==> src/rtl/rv32_pipe_pkg.sv <==
// Shared definitions for the RV32I pipeline stages.
// Latency: n/a (types and constants only).
// Backpressure: n/a.
//
// Holds default datapath widths, control-word bit positions and the
// state encoding used by the elastic pipeline buffers.
package rv32_pipe_pkg;

  localparam int XLEN_DEF   = 32;
  localparam int RD_W_DEF   = 5;
  localparam int CTRL_W_DEF = 4;

  // Bit positions inside the packed control word travelling EX -> MEM -> WB.
  localparam int CTRL_WBSEL = 0;
  localparam int CTRL_WE    = 1;
  localparam int CTRL_MEMRW = 2;
  localparam int CTRL_MEMV  = 3;

  // Encoding doubles as the occupancy count.
  typedef enum logic [1:0] {
    EMPTY = 2'd0,
    ONE   = 2'd1,
    FULL  = 2'd2
  } skid_state_t;

endpackage

==> src/rtl/pipe_skid_buf.sv <==
// Generic 2-entry skid buffer with valid/ready on both sides and sync flush.
// Latency: 1 cycle from push to out_valid when empty; 1 transfer/cycle sustained.
// Backpressure: in_ready is registered (drops only in FULL), no comb path from out_ready.
//
// Ports:
//   clk, rst        clock, asynchronous active-high reset
//   flush           synchronous kill of all held entries (beats push/pop)
//   in_valid/ready  upstream handshake, in_data payload
//   out_valid/ready downstream handshake, out_data = HEAD entry
//   occupancy       entries held (0..2)
module pipe_skid_buf
  import rv32_pipe_pkg::*;
#(
  parameter int W = 8
) (
  input  logic         clk,
  input  logic         rst,
  input  logic         flush,
  input  logic         in_valid,
  output logic         in_ready,
  input  logic [W-1:0] in_data,
  output logic         out_valid,
  input  logic         out_ready,
  output logic [W-1:0] out_data,
  output logic [1:0]   occupancy
);

  skid_state_t  r_state;
  skid_state_t  w_next_state;
  logic [W-1:0] r_head;
  logic [W-1:0] r_skid;
  logic         r_in_ready;

  logic w_push;
  logic w_pop;
  logic w_head_from_in;
  logic w_head_from_skid;
  logic w_skid_from_in;
  logic w_out_valid;
  logic [1:0] w_occ;

  assign w_push = in_valid & r_in_ready;
  assign w_pop  = w_out_valid & out_ready;

  always_comb begin
    w_next_state     = r_state;
    w_head_from_in   = 1'b0;
    w_head_from_skid = 1'b0;
    w_skid_from_in   = 1'b0;
    w_out_valid      = 1'b0;
    w_occ            = 2'd0;
    case (r_state)
      EMPTY: begin
        w_occ = 2'd0;
        if (w_push) begin
          w_next_state   = ONE;
          w_head_from_in = 1'b1;
        end
      end
      ONE: begin
        w_occ       = 2'd1;
        w_out_valid = 1'b1;
        if (w_push && w_pop) begin
          // Pass-through: the popped HEAD is replaced by the incoming entry.
          w_head_from_in = 1'b1;
        end else if (w_push) begin
          w_next_state   = FULL;
          w_skid_from_in = 1'b1;
        end else if (w_pop) begin
          w_next_state = EMPTY;
        end
      end
      FULL: begin
        // in_ready is low here, so only a pop can happen.
        w_occ       = 2'd2;
        w_out_valid = 1'b1;
        if (w_pop) begin
          w_next_state     = ONE;
          w_head_from_skid = 1'b1;
        end
      end
      default: begin
        w_next_state = EMPTY;
      end
    endcase
    // Flush drops everything, including a push accepted in the same cycle.
    if (flush) begin
      w_next_state     = EMPTY;
      w_head_from_in   = 1'b0;
      w_head_from_skid = 1'b0;
      w_skid_from_in   = 1'b0;
    end
  end

  always_ff @(posedge clk or posedge rst) begin
    if (rst) begin
      r_state    <= EMPTY;
      r_in_ready <= 1'b1;
    end else begin
      r_state    <= w_next_state;
      // Registered ready: decided from next state, so it never depends
      // combinationally on out_ready.
      r_in_ready <= (w_next_state != FULL);
    end
  end

  always_ff @(posedge clk or posedge rst) begin
    if (rst) begin
      r_head <= '0;
      r_skid <= '0;
    end else begin
      if (w_head_from_in) begin
        r_head <= in_data;
      end else if (w_head_from_skid) begin
        r_head <= r_skid;
      end
      if (w_skid_from_in) begin
        r_skid <= in_data;
      end
    end
  end

  assign in_ready  = r_in_ready;
  assign out_valid = w_out_valid;
  assign out_data  = r_head;
  assign occupancy = w_occ;

endmodule

==> src/rtl/exmem_skid_stage.sv <==
// EX/MEM elastic pipeline stage: skid buffer, bubble squash and forwarding tap.
// Latency: 1 cycle EX -> MEM when empty; 1 instruction/cycle with out_ready high.
// Backpressure: absorbs one extra entry; in_ready registered, low only when full.
//
// Ports:
//   clk, rst, flush       clock, async active-high reset, sync flush
//   in_*                  EX-side handshake and payload (alu_out, rs2, rd, ctrl)
//   out_*                 MEM-side handshake and HEAD payload; out_ctrl is 0 on bubbles
//   fwd_valid/rd/data     forwarding tap for the hazard unit
//   occupancy             entries held (0..2)
module exmem_skid_stage
  import rv32_pipe_pkg::*;
#(
  parameter int XLEN     = XLEN_DEF,
  parameter int RD_W     = RD_W_DEF,
  parameter int CTRL_W   = CTRL_W_DEF,
  parameter int WE_BIT   = CTRL_WE,
  parameter int MEMV_BIT = CTRL_MEMV
) (
  input  logic              clk,
  input  logic              rst,
  input  logic              flush,
  input  logic              in_valid,
  output logic              in_ready,
  input  logic [XLEN-1:0]   in_alu_out,
  input  logic [XLEN-1:0]   in_rs2,
  input  logic [RD_W-1:0]   in_rd,
  input  logic [CTRL_W-1:0] in_ctrl,
  output logic              out_valid,
  input  logic              out_ready,
  output logic [XLEN-1:0]   out_alu_out,
  output logic [XLEN-1:0]   out_rs2,
  output logic [RD_W-1:0]   out_rd,
  output logic [CTRL_W-1:0] out_ctrl,
  output logic              fwd_valid,
  output logic [RD_W-1:0]   fwd_rd,
  output logic [XLEN-1:0]   fwd_data,
  output logic [1:0]        occupancy
);

  localparam int W = CTRL_W + RD_W + 2 * XLEN;

  // Both controls that have side effects downstream must be real bits of
  // the control word and distinct, otherwise the squash/forward logic lies.
  if (WE_BIT >= CTRL_W || MEMV_BIT >= CTRL_W || WE_BIT == MEMV_BIT) begin : g_bad_ctrl_idx
    $error("exmem_skid_stage: WE_BIT/MEMV_BIT out of range or overlapping");
  end

  logic [W-1:0]      w_in_pack;
  logic [W-1:0]      w_head;
  logic              w_valid;
  logic [XLEN-1:0]   w_head_alu;
  logic [XLEN-1:0]   w_head_rs2;
  logic [RD_W-1:0]   w_head_rd;
  logic [CTRL_W-1:0] w_head_ctrl;
  logic [CTRL_W-1:0] w_ctrl_sq;

  assign w_in_pack = {in_ctrl, in_rd, in_rs2, in_alu_out};

  pipe_skid_buf #(
    .W (W)
  ) u_buf (
    .clk       (clk),
    .rst       (rst),
    .flush     (flush),
    .in_valid  (in_valid),
    .in_ready  (in_ready),
    .in_data   (w_in_pack),
    .out_valid (w_valid),
    .out_ready (out_ready),
    .out_data  (w_head),
    .occupancy (occupancy)
  );

  assign {w_head_ctrl, w_head_rd, w_head_rs2, w_head_alu} = w_head;

  // Bubble squash: HEAD may hold stale data after a flush, so the controls
  // are gated by valid and reg_we/mem_val can never fire on a bubble.
  assign w_ctrl_sq = w_valid ? w_head_ctrl : '0;

  assign out_valid   = w_valid;
  assign out_alu_out = w_head_alu;
  assign out_rs2     = w_head_rs2;
  assign out_rd      = w_head_rd;
  assign out_ctrl    = w_ctrl_sq;

  // x0 writes are architectural no-ops and must never be forwarded.
  assign fwd_valid = w_valid & w_ctrl_sq[WE_BIT] & (w_head_rd != '0);
  assign fwd_rd    = w_head_rd;
  assign fwd_data  = w_head_alu;

endmodule
==> config.mk <==
export PLATFORM = sky130hd
export DESIGN_NAME = exmem_skid_stage
export DESIGN_NICKNAME = d
export VERILOG_FILES = /design/src/rtl/rv32_pipe_pkg.sv /design/src/rtl/pipe_skid_buf.sv /design/src/rtl/exmem_skid_stage.sv
export SDC_FILE = /design/constraint.sdc
export NUM_CORES = 1
export LEC_CHECK = 0
export ABC_AREA = 1
export CAP_MARGIN = 5
export CELL_PAD_IN_SITES_DETAIL_PLACEMENT = 1
export CELL_PAD_IN_SITES_GLOBAL_PLACEMENT = 1
export CORE_MARGIN = 2
export CORE_UTILIZATION = 36
export DETAILED_ROUTE_END_ITERATION = 10
export PLACE_DENSITY_LB_ADDON = 0.12
export SETUP_SLACK_MARGIN = 0.3
export SYNTH_ARGS = -nofsm -noshare
export SYNTH_HDL_FRONTEND = slang
export SYNTH_SLANG_ARGS = --single-unit
==> constraint.sdc <==
create_clock -name clk -period 5.4 [get_ports clk]
set_input_delay 0.54 -clock clk [delete_from_list [all_inputs] [get_ports clk]]
set_output_delay 0.54 -clock clk [all_outputs]
set_load 0.02 [all_outputs]
* After elaboration in Yosys (flattened, before gate mapping)
Index checks and enable logic that the tools add are counted.
Word-level totals: register bits after elaboration 149, input bits 78, output and inout bits 115
Operators by class: equal/unequal tests 3, multiplexer cells 22, bitwise operators 4, reduce and logical (&&, ||, !) cells 5
Operator list (number):
- two-way mux 73 bit | 2
- two-way mux 2 bit | 6
- two-way mux 1 bit | 10
- case mux 2 bit (3 select lines) | 1
- nonzero test 5 bit | 1
- bitwise AND 1 bit | 4
- two-way mux 4 bit | 1
- case mux 2 bit (2 select lines) | 1
- equality test 2 x 1 -> 1 bit (second input constant) | 1
- equality test 2 bit (second input constant) | 1
- logical NOT 2 bit | 1
- inequality test 2 bit (second input constant) | 1
- case mux 1 bit (2 select lines) | 1
- nonzero test 2 bit | 1
- OR reduction 2 bit | 1
- logical AND 1 bit | 1

* Longest topological paths before layout
Gate-level depths: netlist (run 1).
depth in word-level cells 10, gate-level depth with buffers 11, gate-level depth less buffers 9

* Modules after synthesis
From an unflattened synthesis (run 1), not the netlist that was laid out.
Second synthesis, totals: cells, all modules 819, area total of the unflattened synthesis 7320.8 µm²
Modules (own cells, without submodules):
- pipe_skid_buf | times used 1, cells each 768, area each 6989.2 µm², seq. area each 3729.8 µm²
- exmem_skid_stage | times used 1, cells each 51, area each 331.6 µm², seq. area each 0.0 µm²

* Worst setup path after synthesis (run 1)
OpenSTA, ideal clock, no wires.
path type flip-flop to output port, start register u_buf.r_state[1], end output fwd_valid, arrival time 1440 ps, setup slack 3420 ps, stages on the path, launching flop included 7, buffers on the path 0, cell sequence dfrtp_1 inv_1 ha_1 nand2_1 inv_1 o21ai_0 inv_1
Between the ends: longest elaborated chain between the ends 6, elaborated cells between the ends (all ways) 7
RTL lines:
- start, declared | RTL line pipe_skid_buf.sv:28 | skid_state_t r_state;
- start signal, assigned | RTL line pipe_skid_buf.sv:100 | r_state <= w_next_state;
- equality test 2 x 1 -> 1 bit / equality test 2 bit (equally long branches) | RTL line pipe_skid_buf.sv:52 | case (r_state)
- OR reduction 2 bit (no line) *
- two-way mux 1 bit * | RTL line pipe_skid_buf.sv:52
- named net out_valid | RTL line exmem_skid_stage.sv:29 | output logic out_valid,
- two-way mux 4 bit * | RTL line exmem_skid_stage.sv:79 | assign w_ctrl_sq = w_valid ? w_head_ctrl : '0;
- named net out_ctrl[1] | RTL line exmem_skid_stage.sv:34 | output logic [CTRL_W-1:0] out_ctrl,
- bitwise AND 1 bit * (2 in series) | RTL line exmem_skid_stage.sv:88 | assign fwd_valid = w_valid & w_ctrl_sq[WE_BIT] & (w_head_rd != '0);
- end, declared | RTL line exmem_skid_stage.sv:35 | output logic fwd_valid,
The timed path passes the listed nets; every way through them passes the cells marked *.

* Worst setup path in the final report (run 1)
start register u_buf.r_state[1], end register u_buf.r_head[3], in the netlist u_buf.out_data[3]
Between the ends: longest elaborated chain between the ends 9, elaborated cells between the ends (all ways) 15
RTL lines:
- equality test 2 x 1 -> 1 bit / equality test 2 bit (equally long branches) | RTL line pipe_skid_buf.sv:52
- OR reduction 2 bit (no line)
- two-way mux 1 bit | RTL line pipe_skid_buf.sv:52
- bitwise AND 1 bit | RTL line pipe_skid_buf.sv:43 | assign w_pop = w_out_valid & out_ready;
- logical AND 1 bit | RTL line pipe_skid_buf.sv:63 | if (w_push && w_pop) begin
- two-way mux 1 bit | RTL line pipe_skid_buf.sv:63
- case mux 1 bit (2 select lines) | RTL line pipe_skid_buf.sv:52
- two-way mux 1 bit | RTL line pipe_skid_buf.sv:87 | if (flush) begin
- two-way mux 73 bit / nonzero test 2 bit (equally long branches)
- end signal, assigned | RTL line pipe_skid_buf.sv:113 | r_head <= in_data;
- end signal, assigned | RTL line pipe_skid_buf.sv:115 | r_head <= r_skid;
- end, declared | RTL line pipe_skid_buf.sv:30 | logic [W-1:0] r_head;
Parallel ways exist; a longest one is shown, timed or not. A chain may end at the register's enable or synchronous reset.

==> flow_summary.json, run 1 <==
{
  "status": "complete, no violations",
  "setup_tns_ns": 0,
  "clkLatencyLatePin_ns": 0.41,
  "vias_per_cell": 4.429,
  "cellPowerDensity_nw_per_um2": 550.2,
  "syn_area_per_cell_sq_um": 7.632,
  "place_hpwl_um": 12040,
  "r2r_slack_ns": 2.35,
  "ioPinCount": 193,
  "drv_cap": 0,
  "hold_viol": 0,
  "placed_area_sq_um": 9020,
  "fin_worst_skew_ns": 0.01035,
  "area_growth_pct": 24.40,
  "place_inst": 1337,
  "synth.net_count": 1099,
  "use_met3_pct": 3.030,
  "hold_start": "u_buf.out_data[48]",
  "cts_buffers": 17,
  "busiest_layer": "met2",
  "fin_crit_sh_pct": 56.57,
  "core_area_sq_um": 21090,
  "critical_path.slowest_cell": "nand2_4",
  "cp.arrival_ns": 3.35,
  "crit_path_max_fanout": 100,
  "hold_path_class": "reg2reg",
  "worst-setup-path-type": "reg2reg",
  "slew_headroom_pct": 31.84,
  "wl_um": 18670,
  "period_minus_slack_ns": 3.055,
  "fin_area_sq_um": 9646,
  "final_cells": 1369,
  "wl_per_cell_um": 13.64,
  "drive_above_1_share_pct": 4.113,
  "dieArea_sq_um": 22730,
  "worstSetupStartpointType": "flip-flop",
  "die_x_um": 150.8,
  "syn-cell-area_sq_um": 7754,
  "antenna_left": 0,
  "use_met1_pct": 22.93,
  "post-route-util_pct": 45.74,
  "fmax_mhz": 327.4,
  "worstRegToRegCells": 10,
  "max_stage_delay_ns": 0.75,
  "vias": 6063,
  "num_antenna_cells": 0,
  "fin_hold_ws_ns": 0.4811,
  "ys_types": 18,
  "grt_antenna_before_repair": 0,
  "required_ns": 5.69,
  "clk_path_buf_depth": 2,
  "cts_setup_buffers": 0,
  "ir_worst_vdd_v": 0.0002144,
  "final-max-slew-violation-count": 0,
  "root_buffer": "clkbuf_16",
  "drtIter0Drc": 296,
  "htreeDepth": 4,
  "cts_tree": "done",
  "reg2reg_from": "u_buf.r_state[1]",
  "setup_violations": 0,
  "grt_max_degree": 101,
  "grt_overflow": 0,
  "die_y_um": 150.8,
  "grt_usage_pct": 17.16,
  "crit_top_cell": "nand2_1",
  "rows": 53,
  "path_cells": "inv_1 > ha_1 > nand2_2 > inv_2 > nand3_1 > nand2_4 > buf_4 > nand2_1 > o21ai_0 > nand2_1",
  "ys_warn_count": 0,
  "rsz0062_at_grt": "false",
  "yosysSeqAreaShare_pct": 48.10,
  "port_buffers": 192,
  "end_kind": "flip-flop",
  "synthCells": 1016,
  "clkTransAtPathRegs_ns": 0.06,
  "grt_pass1_vias": 6142,
  "drc": 0,
  "synth-seq-cells": 149,
  "tightest_slew_ns": 1.022,
  "grt_pass1_wl_um": 30860,
  "rr_endpoint": "u_buf.out_data[3]",
  "min_delay_path_depth": 2,
  "start_util_pct": 36.77,
  "cts_sinks": 149,
  "gr-usage-met2_pct": 29.07,
  "critPathBufInv": 3,
  "first_pass_iters": 4,
  "fin_nets": 1164,
  "hold_end": "u_buf.out_data[48]",
  "cp_top_family": "simple AND/OR/NAND/NOR gates",
  "cts_resized": 0,
  "leakagePower_nw": 4.818,
  "place_congestion": 0.7690,
  "hold_buffers": 0
}
## layer usage
layer  up-vias  wire [um]
met4         0        143
met1      2876       8863
met2       121       9054
li1       3054          -
met5         -          0
met3        12        610
## worst max-delay path by stage
stage	start	cells past startpoint	endpoint
2_1_floorplan	rst	1	u_buf.out_data[0]
3_3_place_gp	out_ready	9	u_buf.out_data[72]
3_5_place_dp	out_ready	9	u_buf.out_data[0]
4_1_cts	u_buf.r_state[1]	10	u_buf.out_data[3]
5_1_grt	u_buf.r_state[1]	10	u_buf.out_data[3]
6_report	u_buf.r_state[1]	10	u_buf.out_data[3]
## cell usage in the layout (no fill, tap or decap), drive strengths merged
| cell | n |
|---|---|
| dfrtp | 148 |
| a21boi | 1 |
| ha | 5 |
| clkinvlp | 2 |
| o21ai | 147 |
| inv | 162 |
| nand3 | 10 |
| nor2 | 79 |
| nand2 | 311 |
| dfstp | 1 |
| bufinv | 4 |
| clkdlybuf4s50 | 192 |
| clkinv | 4 |
| clkbuf | 21 |
| buf | 7 |
## tightest hold or removal path: stages, from the launching register on
cell	delay [ns]
dfrtp_1	0.34
nand2_1	0.05
nand2_1	0.05
## state kept, by name (all words and copies together), names as in the netlist
name / cells
u_buf.out_data: 73
u_buf.r_state: 2
u_buf.in_ready: 1
u_buf.r_skid: 73
## metrics by stage
stage               total power [mW]  worst slack [ns]
floorplan                      3.573            0.8536
CTS                            5.388             2.292
detailed placement             4.090             2.177
finish                         5.307             2.345
global placement               4.030             2.276
global route                   5.700             1.909
## kinds of logic after synthesis
kind of cell               synth area share, %
AOI/OAI and AO/OA                        9.585
buffers and inverters                    21.82
adders and majority gates               0.8068
DFF                                      48.10
and+or+nand+nor                          19.69
## cells in the mapped netlist
master,n,area share [%]
a21boi_0,1,0.097
buf_1,2,0.097
buf_2,17,1.1
buf_4,113,11
buf_6,9,1.3
clkbuf_1,12,0.58
dfrtp_1,148,48
dfstp_2,1,0.34
ha_1,5,0.81
inv_1,159,7.7
inv_2,2,0.097
nand2_1,309,15
nand2_2,2,0.16
nand3_1,10,0.65
nor2_1,78,3.8
nor2_4,1,0.15
o21ai_0,113,7.3
o21ai_1,34,2.2
## final cells by class
class / count / area, sq um
multi-input cells: 553 / 2362
well taps: 275 / 344.1
fillers: 2558 / 11440
flip-flops and latches: 149 / 3730
clock inverters: 11 / 175.2
inverters: 161 / 609.3
repair buffers: 199 / 1974
clock buffers: 21 / 450.4
## power by group
| part | internal (mW) | total, mW | switching [mW] |
|---|---|---|---|
| logic | 0.958 | 2.09 | 1.13 |
| clock network | 0.790 | 1.26 | 0.472 |
| registers | 1.63 | 1.96 | 0.326 |
| total | 3.38 | 5.31 | 1.93 |
Power figures use the tool's default switching activity.
==> inputs of run 2 (changes only) <==
--- a/config.mk
+++ b/config.mk
@@ -10,7 +10,7 @@
 export CELL_PAD_IN_SITES_DETAIL_PLACEMENT = 1
 export CELL_PAD_IN_SITES_GLOBAL_PLACEMENT = 1
 export CORE_MARGIN = 2
-export CORE_UTILIZATION = 36
+export CORE_UTILIZATION = 32
 export DETAILED_ROUTE_END_ITERATION = 10
 export PLACE_DENSITY_LB_ADDON = 0.12
 export SETUP_SLACK_MARGIN = 0.3
==> constraint.sdc (replaced) <==
create_clock -name clk -period 2.5 [get_ports clk]
set_input_delay 0.25 -clock clk [delete_from_list [all_inputs] [get_ports clk]]
set_output_delay 0.25 -clock clk [all_outputs]
set_load 0.02 [all_outputs]
==> run 2 against run 1 <==
Combinational power is 120% higher. Clock power is 110% higher. First-iteration DRC count down 15%. Non-clock buffer count increased by 8. Critical endpoint is now occupancy[0]. Largest power group unchanged.
==> flow_summary.json, run 2 (synthesized netlist as in run 1, its figures left out) <==
{
  "status": "complete, no violations",
  "clkTransAtPathRegs_ns": 0.07,
  "place_inst": 1388,
  "hold_viol": 0,
  "reg2reg_from": "u_buf.r_state[1]",
  "place_congestion": 0.7342,
  "ioPinCount": 193,
  "rows": 56,
  "grt_pass1_wl_um": 32130,
  "cp.arrival_ns": 1.88,
  "num_antenna_cells": 0,
  "wl_per_cell_um": 13.51,
  "wl_met2_um": 9240,
  "grt_usage_pct": 15.49,
  "hold_path_class": "in2async",
  "grt_antenna_before_repair": 0,
  "worst-setup-path-type": "reg2out",
  "post-route-util_pct": 41.86,
  "place_hpwl_um": 12720,
  "drv_cap": 0,
  "start_util_pct": 32.84,
  "setup_violations": 0,
  "leakagePower_nw": 4.912,
  "grt_overflow": 0,
  "fin_crit_sh_pct": 85.21,
  "cts_buffers": 17,
  "drc": 0,
  "worstSetupStartpointType": "flip-flop",
  "wl_met3_um": 856,
  "ir_worst_vdd_v": 0.0005100,
  "first_pass_iters": 4,
  "drive_above_1_share_pct": 5.440,
  "area_growth_pct": 27.48,
  "final_common_cell": "nand2_1",
  "root_buffer": "clkbuf_16",
  "final_cells": 1422,
  "antenna_left": 0,
  "grt_pass1_vias": 6292,
  "clk_path_buf_depth": 2,
  "crit_path_max_fanout": 5,
  "worstRegToRegCells": 10,
  "cts_tree": "done",
  "setup_tns_ns": 0,
  "core_area_sq_um": 23610,
  "rsz0062_at_grt": "false",
  "power_mw": 11.42,
  "die_x_um": 159.7,
  "required_ns": 2.25,
  "end_kind": "output pin",
  "r2r_slack_ns": 0.47,
  "fmax_mhz": 469.4,
  "cellPowerDensity_nw_per_um2": 1156,
  "clkLatencyLatePin_ns": 0.42,
  "nFillCells": 2858,
  "drtIter0Drc": 252,
  "met1_length_um": 8954,
  "htreeDepth": 4,
  "slew_headroom_pct": 67.55,
  "dieArea_sq_um": 25490,
  "wl_um": 19220,
  "fin_nets": 1173,
  "vias_per_cell": 4.283,
  "cts_sinks": 149,
  "port_buffers": 192,
  "period_minus_slack_ns": 2.130,
  "tightest_slew_ns": 0.4867,
  "fin_worst_skew_ns": 0.01511,
  "hold_buffers": 0,
  "routed.top_layer": "met4",
  "final-max-slew-violation-count": 0,
  "rr_endpoint": "u_buf.out_data[30]",
  "vias": 6091,
  "grt_max_degree": 95,
  "die_y_um": 159.7,
  "layout_common_cells": "nand2_1, clkdlybuf4s50_1, inv_1"
}
==> run 2: changes by cell type in the layout (fill, tap and decap cells not counted), moves of 2 or more <==
cell and delta:
clkdlybuf4s50_1 -6, bufinv_16 -2, dlygate4sd2_1 +5, buf_16 +2, clkinvlp_4 +3, inv_6 +2
clkbuf_1 -2, buf_12 +6
==> run 2: layer usage <==
metal	track usage (%)	vias up
li1	-	3074
met1	20.21	2877
met2	26.05	128
met3	3.377	12
met4	4.050	0
met5	0	-
==> run 2: area by class of cell <==
cell class              count  area [sq um]  area share [%]
multi-input cells         554          2410           24.38
well taps                 319         399.1           4.038
clock inverters            12         142.6           1.443
repair buffers            207          2138           21.63
clock buffers              20         456.7           4.620
inverters                 161         608.1           6.152
flip-flops and latches    149          3730           37.73
==> run 2: power breakdown <==
group	switching [mW]	internal, mW
sequential	0.712	3.53
clock	1.09	1.54
combinational	2.44	2.11
total	4.24	7.18
==> run 2: how the worst max path moves through the flow <==
stage	endpoint	from	slack, ns
4_1_cts	fwd_valid	u_buf.r_state[1]	0.29
3_3_place_gp	u_buf.out_data[8]	u_buf.r_state[1]	0.40
2_1_floorplan	u_buf.out_data[0]	rst	0.38
5_1_grt	u_buf.out_data[20]	u_buf.r_state[1]	0.29
3_5_place_dp	u_buf.out_data[30]	u_buf.r_state[1]	0.32
6_report	occupancy[0]	u_buf.r_state[1]	0.37
==> run 2: stage by stage <==
step / hold WS [ns] / setup WS (ns) / instance area (sq um)
global route: 0.2149 / 0.2858 / 9884
detailed placement: 0.4677 / 0.3197 / 9226
finish: 0.1900 / 0.3698 / 9884
global placement: 0.4656 / 0.3974 / 9226
floorplan: 0.3862 / 0.3758 / 7757
CTS: 0.1903 / 0.2886 / 9821
==> run 2: worst max-delay path, stage by stage, from the launching register on <==
cell	delay [ns]
dfrtp_1	0.43
inv_1	0.15
ha_1	0.24
clkdlybuf4s50_1	0.64
==> run 2: timing repair <==
item	CTS	global route
gates resized for setup	7	9
gates cloned	0	1
buffers inserted	0	1
endpoints found under the setup margin	8	74
pin swaps	0	2
==> inputs of run 3 (changes only) <==
--- a/config.mk
+++ b/config.mk
@@ -6,7 +6,7 @@
 export NUM_CORES = 1
 export LEC_CHECK = 0
 export ABC_AREA = 1
-export CAP_MARGIN = 5
+export CAP_MARGIN = 25
 export CELL_PAD_IN_SITES_DETAIL_PLACEMENT = 1
 export CELL_PAD_IN_SITES_GLOBAL_PLACEMENT = 1
 export CORE_MARGIN = 2
==> results of run 3 <==
Final layout, timing and power as in run 2 (identical DEF).
